### src/rtl/f2i_share_arb.sv
// Round-robin sharing of one combinational float-to-int converter between NUM_REQ requesters,
// behind a two-stage pipeline (S1 operand, S2 result) with sticky status and a saturating counter.

module f2i_32 (
    input  logic [31:0] f,
    output logic [31:0] d,
    output logic        p_lost,
    output logic        denorm,
    output logic        invalid
);
    logic        sign;
    logic [7:0]  expo;
    logic [22:0] man;
    logic [4:0]  shamt;
    logic [54:0] sh;
    logic [31:0] mag;

    assign sign = f[31];
    assign expo = f[30:23];
    assign man  = f[22:0];

    always_comb begin
        d       = '0;
        p_lost  = 1'b0;
        denorm  = 1'b0;
        invalid = 1'b0;
        shamt   = '0;
        sh      = '0;
        mag     = '0;
        if (expo == 8'hFF) begin
            invalid = 1'b1;
            d       = 32'h8000_0000;
        end else if (expo == 8'h00) begin
            if (man != '0) begin
                denorm = 1'b1;
                p_lost = 1'b1;
            end
        end else if (expo < 8'd127) begin
            p_lost = 1'b1;
        end else if (expo >= 8'd158) begin
            // only -2^31 itself is representable at this magnitude
            d       = 32'h8000_0000;
            invalid = !(sign && expo == 8'd158 && man == '0);
        end else begin
            // fixed point with 23 fraction bits: integer part above, dropped bits below
            shamt  = 5'(expo - 8'd127);
            sh     = {31'b0, 1'b1, man} << shamt;
            mag    = sh[54:23];
            p_lost = |sh[22:0];
            d      = sign ? -mag : mag;
        end
    end
endmodule

module f2i_share_arb #(
    parameter int unsigned NUM_REQ = 4,
    parameter int unsigned ID_W    = 2,
    parameter int unsigned CNT_W   = 16
) (
    input  logic                  clk,
    input  logic                  rst,
    input  logic [NUM_REQ-1:0]    req_valid,
    input  logic [32*NUM_REQ-1:0] req_data,
    output logic [NUM_REQ-1:0]    req_ready,
    output logic                  rsp_valid,
    input  logic                  rsp_ready,
    output logic [ID_W-1:0]       rsp_id,
    output logic [31:0]           rsp_data,
    output logic                  rsp_p_lost,
    output logic                  rsp_denorm,
    output logic                  rsp_invalid,
    input  logic                  stat_clr,
    output logic                  stat_invalid,
    output logic                  stat_p_lost,
    output logic [CNT_W-1:0]      stat_cnt
);
    logic              s1_valid_q;
    logic [31:0]       s1_data_q;
    logic [ID_W-1:0]   s1_id_q;
    logic [ID_W-1:0]   rr_q;
    logic              rsp_valid_q, rsp_p_lost_q, rsp_denorm_q, rsp_invalid_q;
    logic [ID_W-1:0]   rsp_id_q;
    logic [31:0]       rsp_data_q;
    logic              stat_invalid_q, stat_p_lost_q;
    logic [CNT_W-1:0]  stat_cnt_q;

    logic              s1_adv, s2_adv, accept, xfer;
    logic              grant_found;
    logic [ID_W-1:0]   grant_id;
    logic [ID_W:0]     scan;
    logic [31:0]       cv_d;
    logic              cv_p_lost, cv_denorm, cv_invalid;

    assign s2_adv = !rsp_valid_q || rsp_ready;
    assign s1_adv = !s1_valid_q || s2_adv;
    assign xfer   = rsp_valid_q && rsp_ready;

    always_comb begin
        grant_found = 1'b0;
        grant_id    = '0;
        scan        = '0;
        for (int unsigned k = 1; k <= NUM_REQ; k++) begin
            scan = {1'b0, rr_q} + (ID_W+1)'(k);
            if (scan >= (ID_W+1)'(NUM_REQ)) scan = scan - (ID_W+1)'(NUM_REQ);
            if (!grant_found && req_valid[scan[ID_W-1:0]]) begin
                grant_found = 1'b1;
                grant_id    = scan[ID_W-1:0];
            end
        end
    end

    assign accept = !rst && grant_found && s1_adv;

    always_comb begin
        req_ready = '0;
        if (accept) req_ready[grant_id] = 1'b1;
    end

    f2i_32 u_cvt (
        .f       (s1_data_q),
        .d       (cv_d),
        .p_lost  (cv_p_lost),
        .denorm  (cv_denorm),
        .invalid (cv_invalid)
    );

    always_ff @(posedge clk) begin
        if (rst) begin
            s1_valid_q     <= 1'b0;
            s1_data_q      <= '0;
            s1_id_q        <= '0;
            rr_q           <= ID_W'(NUM_REQ - 1);
            rsp_valid_q    <= 1'b0;
            rsp_id_q       <= '0;
            rsp_data_q     <= '0;
            rsp_p_lost_q   <= 1'b0;
            rsp_denorm_q   <= 1'b0;
            rsp_invalid_q  <= 1'b0;
            stat_invalid_q <= 1'b0;
            stat_p_lost_q  <= 1'b0;
            stat_cnt_q     <= '0;
        end else begin
            if (accept) begin
                rr_q       <= grant_id;
                s1_valid_q <= 1'b1;
                s1_data_q  <= req_data[32*int'(grant_id) +: 32];
                s1_id_q    <= grant_id;
            end else if (s1_adv) begin
                s1_valid_q <= 1'b0;
            end
            if (s2_adv) begin
                rsp_valid_q   <= s1_valid_q;
                rsp_id_q      <= s1_id_q;
                rsp_data_q    <= cv_d;
                rsp_p_lost_q  <= cv_p_lost;
                rsp_denorm_q  <= cv_denorm;
                rsp_invalid_q <= cv_invalid;
            end
            // a transfer in the clearing cycle is counted after the clear
            if (stat_clr) begin
                stat_cnt_q     <= xfer ? CNT_W'(1) : '0;
                stat_invalid_q <= xfer && rsp_invalid_q;
                stat_p_lost_q  <= xfer && rsp_p_lost_q;
            end else if (xfer) begin
                if (stat_cnt_q != '1) stat_cnt_q <= stat_cnt_q + 1'b1;
                stat_invalid_q <= stat_invalid_q | rsp_invalid_q;
                stat_p_lost_q  <= stat_p_lost_q | rsp_p_lost_q;
            end
        end
    end

    assign rsp_valid    = rsp_valid_q;
    assign rsp_id       = rsp_id_q;
    assign rsp_data     = rsp_data_q;
    assign rsp_p_lost   = rsp_p_lost_q;
    assign rsp_denorm   = rsp_denorm_q;
    assign rsp_invalid  = rsp_invalid_q;
    assign stat_invalid = stat_invalid_q;
    assign stat_p_lost  = stat_p_lost_q;
    assign stat_cnt     = stat_cnt_q;
endmodule

### config.mk
export PLATFORM = sky130hd
export DESIGN_NAME = f2i_share_arb
export DESIGN_NICKNAME = d
export VERILOG_FILES = /design/src/rtl/f2i_share_arb.sv
export SDC_FILE = /design/constraint.sdc
export NUM_CORES = 1
export LEC_CHECK = 0
export ABC_CLOCK_PERIOD_IN_PS = 9800
export CORE_MARGIN = 2
export CORE_UTILIZATION = 55
export CTS_BUF_LIST = sky130_fd_sc_hd__clkbuf_8
export DETAILED_ROUTE_END_ITERATION = 6
export GPL_ROUTABILITY_DRIVEN = 0
export PLACE_DENSITY = 0.94
export SETUP_SLACK_MARGIN = 0.4
export SLEW_MARGIN = 10
export SYNTH_ARGS = -nofsm -noshare
export SYNTH_HDL_FRONTEND = slang
export SYNTH_SLANG_ARGS = --single-unit
### constraint.sdc
create_clock -name clk -period 9.8 [get_ports clk]
set_input_delay 0.98 -clock clk [delete_from_list [all_inputs] [get_ports clk]]
set_output_delay 0.98 -clock clk [all_outputs]
set_load 0.01 [all_outputs]
==> results.txt <==
Setup slack after layout = 4030 ps
Pwr dens = 196.4 nW/um^2
Final Cycle Share = 0.5888
Post-synth EDFFs = 0
DIE WIDTH = 121.8 um
Core area = 13720 sq um
Vias per cell = 6.271
Dpl cells = 1356
Main synth FF type = dfxtp_1
Min cycle time layout = 5770 ps
Initial core utilization = 0.5559
Fill cell count = 1086
Area Overhead vs Synth = 28.14%
Drt drc = 0
Worst Path Arrival = 6060 ps
Layout cells sized above 1 = 0.07886
Post-CTS setup buffers = 0
Busiest grt layer = met2
Critical Path End Type = flip-flop
Slew Viols, Final = 0
Placement Setup Slack = 4246 ps
Pin count of the biggest net entering global routing = 67
M2 GR Usage = 0.5178
Hold Buf Count CTS = 0
CTS tree = yes
Die ar. = 14820 sq um
Relative slew slack = 0.1929
H-tree depth = 3
# resized after CTS = 0
Cell taking the most area after synthesis = dfxtp_1
Commonest cells post-synth = nor2_1, nand2_1, o21ai_0
Met3 GRT Util = 0.05665
DR pass1 iterations = 6
Status = finished clean
Skew-Pair Late Insertion Delay = 390 ps
Synth Instances = 1052
Top-count cell post-synth = nor2_1
Final #Nets = 1329
# diodes = 0
Finished Layout Cells = 1372
Area share of the largest cell type after synthesis = 0.2441
Min-Delay Path Class = reg -> reg
Ys async rst share = 0
Post-synth net total = 1194
Worst VDD drop = 0.1107 mV
Worst-path clk slew = 100 ps
Initial antenna violation count = 0
Distinct cells, synth = 68
Vias in the first global route = 7819
CTS Buf Count = 9
Clock sink count = 93
Area contributors post-synth = dfxtp_1, nor2_1, nand2_1, o21ai_0, mux4_2
RSZ-0062 raised after global routing = false
Setup_tns = 0 ps
Synth warnings = 0
Power Total = 1.919 mW
Remaining antenna violation count after routing = 0
Clk buf depth = 2
Avg Cell Area, Syn = 7.249 sq um
First-pass GRT wire length = 38510 um
Measured slew at the worst slew-check pin = 1205 ps
# port buffers = 195
Final Setup Violations = 0
Max-Cap Viols = 0
Setup crit start kind = flip-flop
Wire per inst = 17.64 um
Die H = 121.8 um
Met1 Use GR = 0.4131
F_max = 173.3 MHz
Grt total ovfl = 0
Clock skew = 15.80 ps
Post-Syn Area = 7626 sq um
Total Routing Usage GR = 0.3214
Crit-path max FO = 41
Number of cell rows = 43
Leakage = 3.553 nW
Fin. Hold Viols = 0
DR vias = 8604
Post-DP HPWL = 17830 um
Yosys reg bits = 93
Sequential fraction of the synthesis area = 0.2441
Critical path class = reg -> reg
Clk root buf = clkbuf_8
# IOs = 196
Starting DRT DRC Count = 1106
Post-Route WL = 24210 um
Critical Path RT = 10090 ps
## cell type report
type	instances	area, sq um	share of cell area
Clock buffer	10	137.6	0.01408
Inverter	15	56.30	0.005762
Multi-Input combinational cell	859	5385	0.5511
Timing Repair Buffer	209	2052	0.2100
Sequential cell	93	1863	0.1907
Clock inverter	6	52.55	0.005378
Tap cell	180	225.2	0.02305
## sequential cells by signal (all words and copies together) (netlist names)
name,flops
rsp_denorm,1
stat_invalid,1
rsp_id,2
s1_id_q,2
s1_valid_q,1
rsp_valid,1
s1_data_q,32
rsp_data,32
stat_cnt,16
stat_p_lost,1
rsp_invalid,1
rsp_p_lost,1
rr_q,2
## worst paths after layout
check | cells after the start | slack, ps | endpoint | from
setup / recovery | 12 | 4030 | rsp_data[31]$_SDFFE_PP0P_ | s1_data_q[23]$_SDFFE_PP0P_
hold / removal | 2 | 450 | rsp_data[30]$_SDFFE_PP0P_ | rsp_data[30]$_SDFFE_PP0P_
setup reg to reg | 12 | 4030 | rsp_data[31]$_SDFFE_PP0P_ | s1_data_q[23]$_SDFFE_PP0P_
hold reg to reg | 2 | 450 | rsp_data[30]$_SDFFE_PP0P_ | rsp_data[30]$_SDFFE_PP0P_
## power breakdown
part | internal (mW) | switching, mW | total (mW)
logic | 0.474 | 0.675 | 1.15
registers | 0.427 | 0.0851 | 0.512
clock network | 0.103 | 0.155 | 0.258
## layer usage
metal | share of wire | up-vias
li1 | - | 4053
met1 | 0.39 | 3914
met2 | 0.47 | 538
met3 | 0.094 | 99
met4 | 0.046 | 0
met5 | 0 | -
## layout by cell type, fill, tap and decap left out, types with 6 or more instances in the layout
| master | netlist | routed |
|---|---|---|
| nor2b_1 | 6 | 6 |
| or3_1 | 6 | 6 |
| nand2b_1 | 7 | 7 |
| xnor2_1 | 19 | 19 |
| o211ai_1 | 14 | 14 |
| buf_4 | 0 | 14 |
| nor2_1 | 160 | 160 |
| a31oi_1 | 7 | 7 |
| mux2i_1 | 32 | 32 |
| and3_1 | 12 | 12 |
| o21ai_0 | 104 | 103 |
| ha_1 | 6 | 6 |
| clkbuf_8 | 0 | 10 |
| dfxtp_1 | 93 | 92 |
| clkdlybuf4s50_1 | 0 | 194 |
| mux4_2 | 21 | 21 |
| nor4_1 | 13 | 13 |
| a22oi_1 | 10 | 10 |
| o31ai_1 | 14 | 14 |
| nand2_1 | 158 | 158 |
| nor3_1 | 16 | 16 |
| xor2_1 | 17 | 17 |
| a21oi_1 | 26 | 26 |
| nand3_1 | 56 | 56 |
| nand4_1 | 13 | 13 |
| mux2_2 | 22 | 22 |
| inv_1 | 14 | 14 |
| nand3b_1 | 30 | 30 |
## worst max-delay path, cell delays in order, from the launching register on
cell,delay (ps)
dfxtp_2,970
inv_2,270
ha_1,370
buf_4,400
nor2b_1,570
a22oi_1,360
mux2_2,430
a221oi_1,380
o21ai_0,260
nand4b_1,660
nor3_1,530
nand4_1,170
a311oi_1,290
## kinds of logic (layout without fill, tap and decap cells)
| group | Yosys count | in the layout | share of synthesized area |
|---|---|---|---|
| multiplexers | 77 | 77 | 0.1413 |
| flip-flops | 93 | 93 | 0.2441 |
| XOR/XNOR | 39 | 39 | 0.04922 |
| buffers and inverters | 100 | 240 | 0.05431 |
| AND/OR/NAND/NOR | 496 | 496 | 0.2989 |
| AO/OA/AOI/OAI | 241 | 241 | 0.2023 |
| adder cells (fa/ha/maj) | 6 | 6 | 0.009844 |
## metrics by stage
| stage | util | hold WS [ps] | instance area, sq um |
|---|---|---|---|
| finish | 0.7123 | 450.7 | 9772 |
| detailed placement | 0.6984 | 438.2 | 9582 |
| global placement | 0.6984 | 434.1 | 9582 |
| floorplan | - | 436.4 | 7626 |
| global route | 0.7123 | 479.2 | 9772 |
| CTS | 0.7123 | 452.5 | 9772 |
Power figures use the tool's default switching activity.
